`config.mk`:
```
export PLATFORM = sky130hd
export DESIGN_NAME = alu_shift_sequencer
export DESIGN_NICKNAME = d
export VERILOG_FILES = /design/src/rtl/alu_pkg.sv /design/src/rtl/shift_step.sv /design/src/rtl/alu_shift_sequencer.sv
export SDC_FILE = /design/constraint.sdc
export NUM_CORES = 1
export LEC_CHECK = 0
export CAP_MARGIN = 25
export CORE_ASPECT_RATIO = 0.7
export CORE_MARGIN = 2
export CORE_UTILIZATION = 40
export CTS_CLUSTER_DIAMETER = 40
export DETAILED_ROUTE_END_ITERATION = 8
export PLACE_DENSITY = 0.74
export SYNTH_ARGS = -nofsm -noshare
export SYNTH_HDL_FRONTEND = slang
export SYNTH_SLANG_ARGS = --single-unit
```
`constraint.sdc`:
```
create_clock -name clk -period 1.7 [get_ports clk]
set_input_delay 0.51 -clock clk [delete_from_list [all_inputs] [get_ports clk]]
set_output_delay 0.51 -clock clk [all_outputs]
set_load 0.01 [all_outputs]
```
`src/rtl/alu_pkg.sv`:
```
// Shared definitions for the ALU shift sequencer: op encodings, FSM states, default widths.
// Latency: n/a (declarations only).
// Backpressure: n/a.
package alu_pkg;

    localparam int ALU_WIDTH = 6;
    localparam int ALU_CNTW  = 6;

    localparam logic [1:0] OP_SRA = 2'b00;
    localparam logic [1:0] OP_SRL = 2'b01;
    localparam logic [1:0] OP_SLL = 2'b10;
    localparam logic [1:0] OP_ROR = 2'b11;

    typedef enum logic [1:0] {
        IDLE  = 2'd0,
        SHIFT = 2'd1,
        DONE  = 2'd2
    } state_t;

endpackage

```
`src/rtl/shift_step.sv`:
```
// Single-position shift of a WIDTH vector selected by op (SRA/SRL/SLL, ROR when enabled).
// Latency: combinational.
// Backpressure: none.
// Ports: d (vector in), op (shift opcode), q (vector shifted by one position).
// ALU_SHIFT_ROTATE_EN: when defined op=11 rotates right by one; otherwise op=11 passes d through.
module shift_step
    import alu_pkg::*;
#(
    parameter int WIDTH = ALU_WIDTH
) (
    input  logic [WIDTH-1:0] d,
    input  logic [1:0]       op,
    output logic [WIDTH-1:0] q
);

    always_comb begin
        q = d;
        case (op)
            OP_SRA:  q = {d[WIDTH-1], d[WIDTH-1:1]};
            OP_SRL:  q = {1'b0, d[WIDTH-1:1]};
            OP_SLL:  q = {d[WIDTH-2:0], 1'b0};
`ifdef ALU_SHIFT_ROTATE_EN
            OP_ROR:  q = {d[0], d[WIDTH-1:1]};
`endif
            default: q = d;
        endcase
    end

endmodule

```
`src/rtl/alu_shift_sequencer.sv`:
```
// Multi-cycle shifter: accepts (a, b, op), shifts one bit per clock, presents result s.
// Latency: n+1 cycles from accept edge to out_valid, n = min(b, WIDTH) (ROR: n = b).
// Backpressure: result held in DONE while out_ready=0 (in_ready=0); accepts back-to-back in DONE when out_ready=1.
// Ports: clk, rst_n (async active-low); in_valid/in_ready/a/b/op request side;
//        out_valid/out_ready/s result side; busy high in SHIFT or DONE.
// ALU_SHIFT_ROTATE_EN: when defined op=11 rotates right by b; otherwise op=11 returns a after 1 cycle.
module alu_shift_sequencer
    import alu_pkg::*;
#(
    parameter int WIDTH = ALU_WIDTH,
    parameter int CNTW  = ALU_CNTW
) (
    input  logic             clk,
    input  logic             rst_n,
    input  logic             in_valid,
    output logic             in_ready,
    input  logic [WIDTH-1:0] a,
    input  logic [CNTW-1:0]  b,
    input  logic [1:0]       op,
    output logic             out_valid,
    input  logic             out_ready,
    output logic [WIDTH-1:0] s,
    output logic             busy
);

    localparam logic [CNTW-1:0] WIDTH_CNT = CNTW'(WIDTH);

    state_t           state;
    state_t           state_nxt;
    logic [WIDTH-1:0] sreg;
    logic [WIDTH-1:0] step_q;
    logic [1:0]       opr;
    logic [CNTW-1:0]  cnt;
    logic [CNTW-1:0]  cnt_load;
    logic             accept;
    logic             shift_en;

    // Shifting further than WIDTH changes nothing for the linear shifts, so
    // the count saturates there; rotate keeps the full amount.
    always_comb begin
        cnt_load = '0;
        if (op == OP_ROR) begin
`ifdef ALU_SHIFT_ROTATE_EN
            cnt_load = b;
`else
            cnt_load = '0;
`endif
        end else begin
            cnt_load = (b > WIDTH_CNT) ? WIDTH_CNT : b;
        end
    end

    always_ff @(posedge clk or negedge rst_n) begin
        if (!rst_n) begin
            state <= IDLE;
        end else begin
            state <= state_nxt;
        end
    end

    always_comb begin
        state_nxt = state;
        in_ready  = 1'b0;
        accept    = 1'b0;
        shift_en  = 1'b0;
        case (state)
            IDLE: begin
                in_ready = 1'b1;
                if (in_valid) begin
                    accept    = 1'b1;
                    state_nxt = SHIFT;
                end
            end
            SHIFT: begin
                // The edge that sees count=0 only moves to DONE; no extra shift.
                if (cnt != '0) begin
                    shift_en = 1'b1;
                end else begin
                    state_nxt = DONE;
                end
            end
            DONE: begin
                if (out_ready) begin
                    in_ready = 1'b1;
                    if (in_valid) begin
                        accept    = 1'b1;
                        state_nxt = SHIFT;
                    end else begin
                        state_nxt = IDLE;
                    end
                end
            end
            default: state_nxt = IDLE;
        endcase
    end

    shift_step #(
        .WIDTH (WIDTH)
    ) u_shift_step (
        .d  (sreg),
        .op (opr),
        .q  (step_q)
    );

    always_ff @(posedge clk or negedge rst_n) begin
        if (!rst_n) begin
            sreg      <= '0;
            opr       <= OP_SRA;
            cnt       <= '0;
            out_valid <= 1'b0;
            busy      <= 1'b0;
        end else begin
            if (accept) begin
                sreg <= a;
                opr  <= op;
                cnt  <= cnt_load;
            end else if (shift_en) begin
                sreg <= step_q;
                cnt  <= cnt - CNTW'(1);
            end
            // Status flags track the state being entered so they are registered
            // yet aligned with the state they describe.
            out_valid <= (state_nxt == DONE);
            busy      <= (state_nxt != IDLE);
        end
    end

    // sreg only moves on accept or while shifting, so s is stable in DONE.
    assign s = sreg;

endmodule

```
==> metrics.md, run 1 <==
| Metric | Value |
|---|---|
| DRT antenna net count | 0 |
| Simple-gate area share of the yosys netlist | 0.1866 |
| Slew HR | 0.7363 |
| Initial antenna violation count | 0 |
| CP startpoint kind | flip-flop |
| Largest net degree at the start of global routing | 19 |
| HPWL Detailed | 1929 um |
| Number of port buffers | 26 |
| Area contributors post-synth | dfrtp_1 44%, mux2i_1 7.8%, ha_1 4.9% |
| Non-filler cells, final | 185 |
| Area share of fa/ha/maj cells after synthesis | 0.04878 |
| Crit path kind | reg -> reg |
| Syn Inst Count | 103 |
| Fill cells | 215 |
| Worst Path Required | 1890 ps |
| Grt total ovfl | 0 |
| Dpl cells | 175 |
| Clk pin slew, worst setup/hold paths | 110 ps |
| Async SR Flop Fraction | 1.000 |
| Min Tclk post-route | 1661 ps |
| Main combinational cell family by area after synthesis | simple AND/OR/NAND/NOR gates |
| Period utilization | 0.9773 |
| Post-route cell area | 1558 sq um |
| RSZ-0062 raised after global routing | yes |
| Total CTS buffers | 3 |
| Fmax | 0.6019 GHz |
| CTS tree | done |
| Layout cells sized above 1 | 0.2649 |
| Drt first pass iters | 4 |
| Gr usage total | 0.1844 |
| H-tree levels | 1 |
| Max Buffers Root-to-Sink | 2 |
| Placed Area | 1449 sq um |
| Die Area | 2992 sq um |
| N_diodes | 0 |
| Die Span X | 64.53 um |
| Global-route wire length before repair | 4112 um |
| Syn Std Cell Area | 1026 sq um |
| Clk_skew | 7.433 ps |
| Area share of the leading cell type in the synthesized netlist | 0.4390 |
| Wirelength per Cell | 14.09 um |
| Unique masters post-synth | 35 |
| Power density over the cells | 1900 nW/um^2 |
| #FFs+latches synth | 18 |
| DRC viols | 0 |
| Slew Viols, Final | 0 |
| Worst-skew pair later-pin latency | 310 ps |
| IO Pins | 27 |
| DRT iter0 DRCs | 37 |
| Syn-to-layout area delta | 51.83% |
| CP Capture Type | flip-flop |
| Worst-Margin Slew | 394.0 ps |
| Xor-xnor portion of the synthesized cell area | 0.01707 |
| Vias in the first global route | 909 |
| YS warnings | 0 |
| Clk root buf | clkbuf_4 |
| Fin util | 0.6385 |
| Static leakage | 0.7417 nW |
| Final wirelength | 2606 um |
| Via count | 966 |
| Hold slack | 520.8 ps |
| Dominant cell type by area after synthesis | dfrtp_1 |
| Cell row count | 15 |
| Core area | 2440 sq um |
| Post-synthesis sequential area ratio | 0.4390 |
| Starting Density | 0.4205 |
| Mux cell area share after synthesis | 0.08902 |
| Syn nets | 125 |
| Min-Delay Path Class | in -> async |
| Crit path max fanout | 4 |
| Syn_area_per_cell | 9.961 sq um |
| Worst VDD drop | 0.8400 mV |
| CTS hold repair buffers | 0 |
| # Max-Cap Violations | 0 |
| Vias per inst | 5.222 |
| Run status | finished clean |
| Synth Area in Compound Gates | 0.1854 |
| Setup violators final | 0 |
| Post-synth EDFFs | 0 |
| Post-synth top flop | dfrtp_1 |
| Die height | 46.37 um |
| RD Place Congestion | 0.8185 |
| Nets@finish | 174 |
| CP arrival | 1850 ps |
| Clock sink count | 18 |
| Final Hold Viols | 0 |
-- Yosys cell counts (2+ instances only) --
library cell / instances
nand2_1: 8
a32o_1: 4
nor4_1: 2
nor2_1: 7
dfrtp_1: 18
o21ai_0: 5
inv_1: 8
nand2b_1: 3
o31ai_1: 3
a21oi_1: 2
mux2i_1: 8
ha_1: 4
nor2b_1: 3
or3_1: 2
nand3_1: 4
xnor2_1: 2
a21o_1: 2
-- where the power goes --
group          switching (W)  internal, W  total, W
registers           0.000162     0.000627  0.000789
logic               0.000912     0.000986   0.00190
clock network       0.000143     0.000131  0.000274
-- flip-flops by register name (all words and copies together) (netlist names) --
signal / cells
state: 2
s: 6
busy: 1
out_valid: 1
cnt: 6
opr: 2
-- cells in the final DEF (no fill, tap or decap), types with 3 or more instances in the layout --
master            n
clkbuf_4          3
mux2i_1           8
nand3_1           4
inv_1             5
o21ai_0           5
dfrtp_1          18
nor2b_1           3
o31ai_1           3
ha_2              3
a32o_1            4
buf_4            18
clkdlybuf4s50_1  16
dlygate4sd2_1     7
inv_2             3
nor2_1            7
nand2_1           8
-- final timing paths --
| kind | slack (ps) | to | cells past startpoint | startpoint |
|---|---|---|---|---|
| hold reg to reg | 560 | cnt[4] | 1 | cnt[4] |
| setup / recovery | 40 | cnt[5] | 7 | cnt[1] |
| min in group clk | 560 | cnt[4] | 1 | cnt[4] |
| hold / removal | 520 | cnt[2] | 2 | rst_n |
| setup reg to reg | 40 | cnt[5] | 7 | cnt[1] |
| max in group asynchronous | 980 | s[3] | 2 | rst_n |
-- metrics by stage --
| stage | TNS, ps | setup WS (ps) | total power (W) |
|---|---|---|---|
| CTS | 0 | 1.470 | 0.002844 |
| finish | 0 | 38.54 | 0.002960 |
| global placement | -3333 | -535.4 | 0.002472 |
| floorplan | 0 | 8.965 | 0.001865 |
| global route | -75.37 | -64.54 | 0.003179 |
| detailed placement | -3642 | -526.0 | 0.002540 |
-- kinds of logic (layout without fill, tap and decap cells) --
| family | Yosys count | in the layout |
|---|---|---|
| AND/OR/NAND/NOR | 36 | 36 |
| AO/OA/AOI/OAI | 25 | 25 |
| flip-flops | 18 | 18 |
| multiplexers | 9 | 9 |
| buffers and inverters | 9 | 57 |
| adder cells (fa/ha/maj) | 4 | 4 |
| XOR/XNOR | 2 | 2 |
-- per-layer routing --
metal  routed length [um]  share of wire  track usage  vias up
met4                    8         0.0031      0.02553        0
met2                 1244           0.48       0.3188       19
met3                  109          0.042      0.05134        2
met1                 1244           0.48       0.2420      467
met5                    0              0            0        -
li1                     -              -            -      478
-- what timing repair did --
| action | CTS | global route |
|---|---|---|
| setup buffers | 5 | 1 |
| pin swaps | 0 | 2 |
| endpoints found under the setup margin | 14 | 10 |
| gates resized for setup | 12 | 12 |
-- cell type report --
| cell class | instances | area, sq um | area share |
|---|---|---|---|
| clock buffers | 4 | 36.28 | 0.02329 |
| inverters | 8 | 30.03 | 0.01928 |
| multi-input cells | 76 | 600.6 | 0.3855 |
| flip-flops and latches | 18 | 450.4 | 0.2892 |
| well taps | 34 | 42.54 | 0.02731 |
| repair buffers | 45 | 397.9 | 0.2554 |
-- worst max-delay path, cell delays in order (launching register included) --
cell and delay [ps]:
dfrtp_1 390, inv_2 60, ha_4 150, nor3b_4 160, a21o_1 220, buf_4 160, o31ai_1 300, a21oi_2 100
No activity file was read; power rests on OpenSTA's default activity.
==> inputs of run 2 (changes only) <==
- CTS_CLUSTER_DIAMETER: 40 -> unset
- HOLD_SLACK_MARGIN: unset -> 0.06
==> results of run 2 <==
Final layout, timing and power as in run 1 (identical DEF).
==> inputs of run 3 (changes only) <==
- DONT_BUFFER_PORTS: unset -> 1
- PLACE_DENSITY: 0.74 -> 0.6
==> run 3 against run 2 <==
Effect of this change: sequential share of layout area up 5.9 points; combinational power down 11%; register-to-register slack about the same; utilization down 11 points; maximum frequency about the same; largest cell class unchanged; clock-buffer cell count unchanged; final cell count down 15%; critical path depth down 1; sequential power up 9.6%; largest power group unchanged.
==> metrics.md, run 3 (synthesis results as in run 1) <==
| Metric | Value |
|---|---|
| Die Area | 2992 sq um (unchanged) |
| Die Span X | 64.53 um (unchanged) |
| Setup violators final | 0 (unchanged) |
| DRT antenna net count | 0 (unchanged) |
| Final wirelength | 2642 um (+1.4%) |
| Fin util | 0.5308 (-0.1077) |
| Worst Path Required | 1950 ps (+60 ps) |
| Crit path kind | reg -> reg |
| CP Capture Type | flip-flop |
| Number of port buffers | 0 (-100%) |
| Multi-input logic area | 594.3 sq um (-1.0%) |
| Fmax | 0.6019 GHz (about the same) |
| R2r startpoint | cnt[1] |
| Clk pin slew, worst setup/hold paths | 110 ps (about the same) |
| Clk_skew | 4.314 ps (-3.120 ps) |
| Worst VDD drop | 1.296 mV (+54%) |
| Worst-skew pair later-pin latency | 310 ps (about the same) |
| Min Tclk post-route | 1661 ps (-0.1755 ps) |
| Commonest cells after routing, fill and taps aside | 18 x dfrtp_1, 16 x buf_4, 8 x nand2_1, 8 x mux2i_1, 7 x nor2_1 |
| Period utilization | 0.9772 (about the same) |
| CTS tree | done |
| Clk root buf | clkbuf_4 |
| Run status | finished clean |
| CP arrival | 1910 ps (+60 ps) |
| DRT iter0 DRCs | 23 (-38%) |
| Wirelength per Cell | 16.72 um (+19%) |
| Static leakage | 0.5954 nW (-20%) |
| Power density over the cells | 2194 nW/um^2 (+15%) |
| Final Hold Viols | 0 (unchanged) |
| Die height | 46.37 um (unchanged) |
| RD Place Congestion | 0.8426 (+2.9%) |
| Syn-to-layout area delta | 26.22% |
| Starting Density | 0.4205 (unchanged) |
| Hold slack | 316.2 ps (-204.6 ps) |
| N_diodes | 0 (unchanged) |
| Global-route wire length before repair | 4022 um (-2.2%) |
| Crit. Startpoint | cnt[1] |
| Via count | 888 (-8.1%) |
| Grt total ovfl | 0 (unchanged) |
| Largest net degree at the start of global routing | 19 (unchanged) |
| Cell row count | 15 (unchanged) |
| Layout cells sized above 1 | 0.2903 (+0.02542) |
| Drt first pass iters | 4 (unchanged) |
| Register area | 450.4 sq um (unchanged) |
| Power after layout | 0.002841 W (-4.0%) |
| Min-Delay Path Class | in -> reg |
| Fill cells | 226 (+5.1%) |
| DRC viols | 0 (unchanged) |
| HPWL Detailed | 1906 um (-1.2%) |
| Vias in the first global route | 845 (-7.0%) |
| Gr usage total | 0.1831 (-0.001344) |
| Nets@finish | 147 (-16%) |
| Hold_sp | op[0] |
| Crit path max fanout | 4 (unchanged) |
| Max Buffers Root-to-Sink | 2 (unchanged) |
| Clock sink count | 18 (unchanged) |
| RSZ-0062 raised after global routing | yes |
| IO Pins | 27 (unchanged) |
| Total CTS buffers | 3 (unchanged) |
| Worst-Margin Slew | 863.9 ps (+469.8 ps) |
| Slew Viols, Final | 0 (unchanged) |
| H-tree levels | 1 (unchanged) |
| Initial antenna violation count | 0 (unchanged) |
| Vias per inst | 5.620 (+7.6%) |
| # Max-Cap Violations | 0 (unchanged) |
| Core area | 2440 sq um (unchanged) |
| CP startpoint kind | flip-flop |
| Slew HR | 0.4222 (-0.3142) |
| Most common cell after layout, fill and taps aside | dfrtp_1 |
-- run 3: final cells by class --
type / count / share of cell area
Multi-Input combinational cell: 76 / 0.4589
Sequential cell: 18 / 0.3478
Timing Repair Buffer: 18 / 0.1092
Tap cell: 34 / 0.03285
Clock buffer: 4 / 0.02802
Inverter: 8 / 0.02319
-- run 3: timing repair --
item                                    4_1_cts  5_1_grt
hold endpoints to repair                     18        0
cloned                                        0        0
pin swaps                                     1        2
endpoints found under the setup margin        3        9
hold buffers                                  1        0
resized for setup                             1       10
buffers inserted                              3        4
-- run 3: path summary, 6_finish.rpt --
check	end	slack, ps	depth (start not counted)
min in group asynchronous	s[4]	740	1
max in group asynchronous	cnt[0]	430	1
hold reg to reg	cnt[4]	540	1
hold / removal	opr[0]	320	2
setup reg to reg	cnt[5]	40	6
setup / recovery	cnt[5]	40	6
-- run 3: metal layers --
| layer | share of wire | global-route usage |
|---|---|---|
| met4 | 0.0068 | 0.04255 |
| met1 | 0.46 | 0.2451 |
| met5 | 0 | 0 |
| met2 | 0.48 | 0.2896 |
| met3 | 0.048 | 0.06357 |
-- run 3: worst max-delay path: stages, from the launching register on --
cell and delay (ps):
dfrtp_1 380, inv_2 60, ha_4 150, nor3b_4 160, a21o_1 230, or4_1 490, a21oi_2 130
-- run 3: report_power, final --
part	switching (W)	internal, W
clock	0.000152	0.000131
sequential	0.000238	0.000627
combinational	0.000827	0.000866
-- run 3: stage by stage --
stage               std cells  instance area, sq um  worst slack (ps)  setup TNS (ps)
global placement          146                  1166             91.11               0
finish                    158                  1295             38.72               0
detailed placement        146                  1166            -6.513          -6.513
CTS                       154                  1237             22.21               0
global route              158                  1295            -11.64          -17.89
floorplan                 103                  1054             8.965               0
